--- config.mk ---
export PLATFORM = sky130hd
export DESIGN_NAME = uart_tx_two_byte
export DESIGN_NICKNAME = d
export VERILOG_FILES = /design/src/rtl/uart_pkg.sv /design/src/rtl/uart_tx_frame.sv /design/src/rtl/uart_tx_two_byte.sv
export SDC_FILE = /design/constraint.sdc
export NUM_CORES = 1
export LEC_CHECK = 0
export CAP_MARGIN = 20
export CORE_UTILIZATION = 25
export DETAILED_ROUTE_END_ITERATION = 6
export DONT_BUFFER_PORTS = 1
export MAX_ROUTING_LAYER = met4
export PLACE_DENSITY_LB_ADDON = 0.3
export RECOVER_POWER = 50
export SKIP_LAST_GASP = 1
export SYNTH_ARGS = -nofsm -noshare
export SYNTH_HDL_FRONTEND = slang
export SYNTH_HIERARCHICAL = 1
export SYNTH_SLANG_ARGS = --single-unit
export TNS_END_PERCENT = 30
--- constraint.sdc ---
create_clock -name clock -period 3.5 [get_ports clock]
set_input_delay 0.35 -clock clock [delete_from_list [all_inputs] [get_ports clock]]
set_output_delay 0.35 -clock clock [all_outputs]
set_load 0.02 [all_outputs]
--- src/rtl/uart_pkg.sv ---
// Shared UART definitions: frame state encoding and default timing constants.
// The receive path imports this package as well.
package uart_pkg;

  localparam int DEFAULT_CLKS_PER_BIT = 434;
  localparam int UART_DATA_BITS       = 8;

  typedef enum logic [1:0] {
    IDLE      = 2'd0,
    START_BIT = 2'd1,
    DATA_BIT  = 2'd2,
    STOP_BIT  = 2'd3
  } txState_e;

endpackage

--- src/rtl/uart_tx_frame.sv ---
// Single-byte 8N1 serialiser. A load during the final stop-bit cycle chains the
// next frame's start bit directly, so consecutive frames have no idle gap.
module uart_tx_frame
  import uart_pkg::*;
#(
  parameter int CLKS_PER_BIT = DEFAULT_CLKS_PER_BIT,
  parameter int DATA_BITS    = UART_DATA_BITS
) (
  input  logic                 clock,
  input  logic                 reset,
  input  logic                 load,
  input  logic [DATA_BITS-1:0] data,
  output logic                 tx,
  output logic                 busy,
  output logic                 frameDone
);

  localparam int CNT_W = $clog2(CLKS_PER_BIT);
  localparam int BIT_W = $clog2(DATA_BITS);
  localparam logic [CNT_W-1:0] CNT_LAST = CNT_W'(CLKS_PER_BIT - 1);
  localparam logic [BIT_W-1:0] BIT_LAST = BIT_W'(DATA_BITS - 1);

  txState_e             state, stateNext;
  logic [CNT_W-1:0]     cycleCnt, cycleCntNext;
  logic [BIT_W-1:0]     bitIdx, bitIdxNext;
  logic [DATA_BITS-1:0] dataReg, dataRegNext;
  logic                 txNext;
  logic                 bitEnd;

  always_ff @(posedge clock) begin
    if (reset) begin
      state    <= IDLE;
      cycleCnt <= '0;
      bitIdx   <= '0;
      tx       <= 1'b1;
    end else begin
      state    <= stateNext;
      cycleCnt <= cycleCntNext;
      bitIdx   <= bitIdxNext;
      tx       <= txNext;
    end
  end

  always_ff @(posedge clock) begin
    dataReg <= dataRegNext;
  end

  // tx is computed from the next state so the line comes straight from a flop.
  always_comb begin
    stateNext    = state;
    cycleCntNext = cycleCnt;
    bitIdxNext   = bitIdx;
    dataRegNext  = dataReg;
    txNext       = 1'b1;
    bitEnd       = (cycleCnt == CNT_LAST);
    frameDone    = (state == STOP_BIT) && bitEnd;

    if (state != IDLE) begin
      cycleCntNext = bitEnd ? '0 : cycleCnt + 1'b1;
    end

    case (state)
      IDLE: begin
        if (load) begin
          stateNext    = START_BIT;
          cycleCntNext = '0;
          dataRegNext  = data;
        end
      end
      START_BIT: begin
        if (bitEnd) begin
          stateNext  = DATA_BIT;
          bitIdxNext = '0;
        end
      end
      DATA_BIT: begin
        if (bitEnd) begin
          if (bitIdx == BIT_LAST) begin
            stateNext = STOP_BIT;
          end else begin
            bitIdxNext = bitIdx + 1'b1;
          end
        end
      end
      STOP_BIT: begin
        if (bitEnd) begin
          if (load) begin
            stateNext   = START_BIT;
            dataRegNext = data;
          end else begin
            stateNext = IDLE;
          end
        end
      end
      default: stateNext = IDLE;
    endcase

    case (stateNext)
      START_BIT: txNext = 1'b0;
      DATA_BIT:  txNext = dataRegNext[bitIdxNext];
      default:   txNext = 1'b1;
    endcase
  end

  assign busy = (state != IDLE);

endmodule

--- src/rtl/uart_tx_two_byte.sv ---
// Two-byte UART transmitter: latches a byte pair on start and sends both as
// back-to-back 8N1 frames, pulsing done when the second stop bit ends.
module uart_tx_two_byte
  import uart_pkg::*;
#(
  parameter int CLKS_PER_BIT = DEFAULT_CLKS_PER_BIT,
  parameter int DATA_BITS    = UART_DATA_BITS
) (
  input  logic                 clock,
  input  logic                 reset,
  input  logic                 start,
  input  logic [DATA_BITS-1:0] first_byte,
  input  logic [DATA_BITS-1:0] second_byte,
  output logic                 busy,
  output logic                 tx,
  output logic                 done
);

  logic                 byteIdx;
  logic [DATA_BITS-1:0] secondByteReg;
  logic                 frameLoad;
  logic [DATA_BITS-1:0] frameData;
  logic                 frameBusy;
  logic                 frameDone;

  // The first byte goes straight into the serialiser on acceptance; only the
  // second byte needs holding until the first frame's stop bit finishes.
  always_comb begin
    frameLoad = 1'b0;
    frameData = first_byte;
    if (!frameBusy) begin
      frameLoad = start;
    end else if (frameDone && !byteIdx) begin
      frameLoad = 1'b1;
      frameData = secondByteReg;
    end
  end

  always_ff @(posedge clock) begin
    if (reset) begin
      byteIdx <= 1'b0;
      done    <= 1'b0;
    end else begin
      done <= frameDone && byteIdx;
      if (!frameBusy && start) begin
        byteIdx       <= 1'b0;
        secondByteReg <= second_byte;
      end else if (frameDone && !byteIdx) begin
        byteIdx <= 1'b1;
      end
    end
  end

  uart_tx_frame #(
    .CLKS_PER_BIT(CLKS_PER_BIT),
    .DATA_BITS   (DATA_BITS)
  ) frameTx (
    .clock    (clock),
    .reset    (reset),
    .load     (frameLoad),
    .data     (frameData),
    .tx       (tx),
    .busy     (frameBusy),
    .frameDone(frameDone)
  );

  assign busy = frameBusy;

endmodule

==> impl_metrics.toml <==
[status]
outcome = "finished, final reports clean"

[grt]
antenna_found_initial = 0
grt_max_degree = 18
grtUsageMet1_pct = 13.7
grt.met3_usage_pct = 1.47
grt_pass1_vias = 1187
track_usage_pct = 10.5
groute.layer.met2.usage_pct = 15.5
grt_pass1_wl_um = 5710
grt-ovfl-total = 0
grt_busiest_layer = "met2"

[synth]
syn_inst = 171
synthArstFlopShare_pct = 0
synthesis.area_um2 = 1710
synth_nets = 198
synth-seq-cells = 33
yosys_warnings = 6
synth_edf_count = 8
synth_flop_cell = "dfxtp_1"
synth.distinct_cells = 48
avgSynthCellArea_um2 = 10.0
ys_seq_area_share_pct = 43.2

[layout]
drive_above_1_share_pct = 17.6
nFillCells = 656
final_cell_mix = "25 x dfxtp_1, 24 x nor2_1, 18 x nand2_1"
area_growth_pct = 10.1
nets = 202
layout_commonest_cell = "dfxtp_1"
utilization_pct = 29.1
diodes = 0

[clocking]
ctsLongestPathBuffers = 2
cts_root_buf = "clkbuf_8"
clkSinkCount = 33
numCtsBuffers = 5
cts_resized = 0
post-cts-setup-buffers = 0
cts_hold_buf = 0
cts.htree.levels = 2
cts_tree = "built"
path_clk_slew_ps = 70
clock_latency_ps = 280

[drt]
vias_per_cell = 4.90
route.detailed.drc = 0
drt_wl_total_um = 3250
avgRoutedWirePerCell_um = 12.9
first_pass_iters = 4
vias = 1240
drtAntennaViolNets = 0
drt_iter0_drc = 48

[critical_path]
critPathTopFamily = "simple AND/OR/NAND/NOR gates"
path_cells = "or4b_4 -> nor2_2 -> and2_1 -> nand3b_4 -> nand2_1 -> inv_1 -> nor3_1 -> o21bai_2 -> a22o_1 -> mux4_2 -> nand2_1 -> a41oi_2"
cp-end-kind = "register"
start_kind = "register"
required_ps = 3660
worst-path-max-fanout = 9
critPathKind = "register to register"
worstPathArrival_ps = 3290
cpMostUsedCell = "nand2_1"
cp_slowest_cell = "or4b_4"
cpPeakStageDelay_ps = 570
path_buf_inv = 1

[die]
rows = 29
initial_core_util_pct = 26.4
die_h_um = 84.8
io_pins = 22
dieArea_um2 = 7190
die_x_um = 84.8
core_um2 = 6490

[timing]
hold_ws_ps = 131
final.setup.tns_ps = 0
drv_slew = 0
max_freq_mhz = 320
fin_crit_ps = 3130
hold_viol = 0
period_share_pct = 89.4
worstMarginPinSlew_ps = 893
slew_headroom_pct = 40.5
finalSetupViolCount = 0
skew_ps = 3.05
rsz0062_at_grt = "no"

[power]
ir_drop_mv = 0.296
combPwrFrac_pct = 36.1
pwr-share-clk_pct = 26.7
p_sw_share_pct = 34.9
power_density_nw_per_um2 = 727
p_leak_uw = 0.000756
switching_power_uw = 479
cellInternalPower_uw = 893
p_seq_share_pct = 37.2

[placed_design]
place_congestion = 0.797
io_buffers = 0
dp_hpwl_um = 2430

[run]
drv_cap = 0

[min_path]
min_path_type = "input pin to register"
## through the flow
| step | power (uW) | cell area, um^2 | std cells | setup WS [ps] |
|---|---|---|---|---|
| floorplan | 923 | 1710 | 171 | 541 |
| global placement | 1030 | 1790 | 245 | 428 |
| detailed placement | 1020 | 1790 | 245 | 383 |
| CTS | 1390 | 1900 | 253 | 375 |
| global route | 1470 | 1890 | 253 | 71.5 |
| finish | 1370 | 1890 | 253 | 372 |
## worst paths after layout
check	start	endpoint	slack (ps)	cells past startpoint
setup / recovery	frameTx/cycleCnt[2]	frameTx/tx	370	12
hold / removal	reset	frameTx/cycleCnt[0]	130	1
setup reg to reg	frameTx/cycleCnt[2]	frameTx/tx	370	12
hold reg to reg	frameTx/dataReg[3]	frameTx/dataReg[3]	480	1
## kinds of logic after synthesis
logic type / count (synthesis) / share of synthesized area (%)
buffers and inverters: 10 / 3.07
flip-flops: 33 / 43.2
multiplexers: 11 / 7.74
adder cells (fa/ha/maj): 8 / 5.84
AND/OR/NAND/NOR: 67 / 21.1
AO/OA/AOI/OAI: 42 / 19.1
## cell usage after synthesis (2+ instances only)
cell / n / share of area, %
a21oi_1: 13 / 3.8
a22o_1: 7 / 3.6
and3_2: 3 / 1.3
clkbuf_1: 2 / 0.44
dfxtp_1: 25 / 29
edfxtp_1: 8 / 14
ha_1: 8 / 5.8
inv_1: 6 / 1.3
mux2_2: 8 / 5.3
mux2i_1: 2 / 1.2
nand2_1: 18 / 3.9
nand3_1: 4 / 1.2
nor2_1: 24 / 5.3
nor3_1: 3 / 0.88
nor3b_1: 2 / 0.88
o21ai_0: 6 / 1.8
## sequential cells by signal (all words and copies together) (netlist names)
register / flops
frameTx/cycleCnt: 9
frameTx/dataReg: 8
secondByteReg: 8
frameTx/bitIdx: 3
frameTx/state: 2
byteIdx: 1
done: 1
frameTx/tx: 1
## worst register-to-register path: stages, from the launching register on
cell and delay (ps):
dfxtp_1 340, or4b_4 570, nor2_2 130, and2_1 210, nand3b_4 170, nand2_1 170
inv_1 80, nor3_1 230, o21bai_2 180, a22o_1 280, mux4_2 460, nand2_1 90
a41oi_2 80
## final cells by class
cell class | count | area [um^2] | area share (%)
clock buffer | 7 | 86.3 | 4.58
clock inverter | 1 | 30.0 | 1.59
inverter | 6 | 22.5 | 1.19
multi-input combinational | 128 | 903 | 47.9
sequential | 33 | 741 | 39.3
tap | 77 | 96.3 | 5.11
timing repair buffer | 1 | 7.51 | 0.398
## per-layer routing
metal	wire (um)	share of wire (%)	up-vias
li1	-	-	630
met1	1670	51	580
met2	1450	45	26
met3	66	2.0	4
met4	65	2.0	0
met5	0	0	-
## power by group through the flow
stage / combinational, uW / clock, uW / sequential (uW)
3_3_place_gp: 512 / 0 / 519
2_1_floorplan: 415 / 0 / 508
4_1_cts: 505 / 379 / 510
6_report: 496 / 366 / 510
3_5_place_dp: 504 / 0 / 516
5_1_grt: 562 / 390 / 518
Power figures use the tool's default switching activity.
==> RTL edit: new RTL, same flow settings <==
Set the package constant `UART_DATA_BITS` to 4 (it was 8).
--- a/src/rtl/uart_pkg.sv
+++ b/src/rtl/uart_pkg.sv
@@ -5,3 +5,3 @@
   localparam int DEFAULT_CLKS_PER_BIT = 434;
-  localparam int UART_DATA_BITS       = 8;
+  localparam int UART_DATA_BITS       = 4;
 
Ports: changed (resized first_byte and second_byte); port bits go from 22 to 14. No check against the original RTL was run, so the function may have changed too.
==> RTL edit against the original RTL <==
Sequential cell count shrank 9; non-clock buffer count down 1; routed wire length fell by 5.9%; power fell by 34%; largest cell class unchanged; cell area shrank 15%; critical endpoint unchanged; area after synthesis shrank 14%; count of clock-buffer cells in the layout shrank 4; setup slack better by 0.33 ns; critical path type unchanged.
==> RTL edit: results (changes against the original RTL) <==
GRT
  • Met2 Usage GRT: 0.172 (+0.0170)
  • Met1 Resource Use GR: 0.139 (+0.00201)
  • Routing usage on met3: 0.0105 (-0.00428)
  • Global-route wire length before repair: 5.16 mm (-9.6%)

Critical path
  • Reg2Reg Depth: 9 (-3)
  • Max Fanout on Critical Path: 8 (-1)

Synthesis
  • Post-synthesis sequential area ratio: 0.354 (-0.0781)
  • Top-area cell type share of the netlist area: 0.272 (-0.0196)
  • Area share of fa/ha/maj cells after synthesis: 0.0596 (+0.00118)
  • Synth Area in Compound Gates: 0.198 (+0.00779)
  • Netlist cell types: 52 (+8.3%)
  • Xor/xnor cell area share of the yosys netlist: 0.00596 (+0.00596)
  • Proportion of synthesized area in mux cells: 0.0715 (-0.00588)

Pwr
  • Leak: 0.636 nW (-16%)
  • Max VDD drop: 0.251 mV (-15%)

Placement
  • Post-DP Area: 1540 um^2 (-14%)
  • Pre-CTS WS: 0.672 ns (+0.290 ns)
  • Dpl hpwl: 2.30 mm (-5.2%)

Run status
  • Status: finished clean

Detailed routing
  • DRT iter0 DRCs: 21 (-56%)

Clock network
  • H-tree depth: 1 (-1)

STA
  • Tightest Pin Transition: 0.893 ns (+0.000492 ns)
  • Hold WS: 0.131 ns (+0.000391 ns)

Finish
  • Nets@finish: 176 (-13%)
  • Layout cells sized above 1: 0.153 (-0.0233)
==> RTL edit: per-layer routing <==
| metal | vias up | share of wire |
|---|---|---|
| li1 | 578 | - |
| met1 | 554 | 0.51 |
| met2 | 16 | 0.45 |
| met3 | 4 | 0.022 |
| met4 | 0 | 0.016 |
| met5 | - | 0 |
==> RTL edit: worst max-delay path, cell delays in order (launching register included) <==
cell	delay, ns
dfxtp_1	0.40
nor4b_4	0.55
and3_1	0.34
nand3b_4	0.15
nand2_1	0.23
nand2b_1	0.31
nand2b_1	0.13
a21o_1	0.23
a32oi_1	0.22
a41oi_1	0.13
==> RTL edit: how the worst max path moves through the flow <==
stage	start	to	slack (ns)
after floorplan	frameTx/cycleCnt[3]	frameTx/tx	1.11
after global placement	frameTx/cycleCnt[3]	frameTx/tx	0.69
after detailed placement	frameTx/cycleCnt[3]	frameTx/tx	0.67
after CTS	frameTx/cycleCnt[3]	frameTx/tx	0.67
after global routing	frameTx/cycleCnt[3]	frameTx/tx	0.42
final	frameTx/cycleCnt[3]	frameTx/tx	0.70
==> RTL edit: kinds of logic after synthesis <==
logic type                 Yosys count
adders and majority gates            7
AOI/OAI and AO/OA                   37
xor gates and xnor gates             1
DFF                                 24
buffers and inverters                8
muxes                                7
and+or+nand+nor                     72
==> RTL edit: through the flow <==
| stage | power (W) | instances |
|---|---|---|
| 6_report | 0.000903 | 229 |
| 5_1_grt | 0.000961 | 229 |
| 4_1_cts | 0.000912 | 229 |
| 3_5_place_dp | 0.000662 | 225 |
| 3_3_place_gp | 0.000663 | 225 |
| 2_1_floorplan | 0.000600 | 156 |
==> RTL edit: where the power goes <==
part	total (W)	switching [W]	internal, W
Sequential	0.000351	0.0000314	0.000319
Combinational	0.000304	0.000181	0.000122
Clock	0.000249	0.0000957	0.000153
Total	0.000903	0.000309	0.000594
==> RTL edit: final cells by class <==
| cell class | instances | area (um^2) | area share |
|---|---|---|---|
| Inverter | 5 | 18.8 | 0.0117 |
| Multi-Input combinational cell | 124 | 898 | 0.562 |
| Clock inverter | 1 | 30.0 | 0.0188 |
| Tap cell | 72 | 90.1 | 0.0563 |
| Sequential cell | 24 | 520 | 0.326 |
| Clock buffer | 3 | 41.3 | 0.0258 |
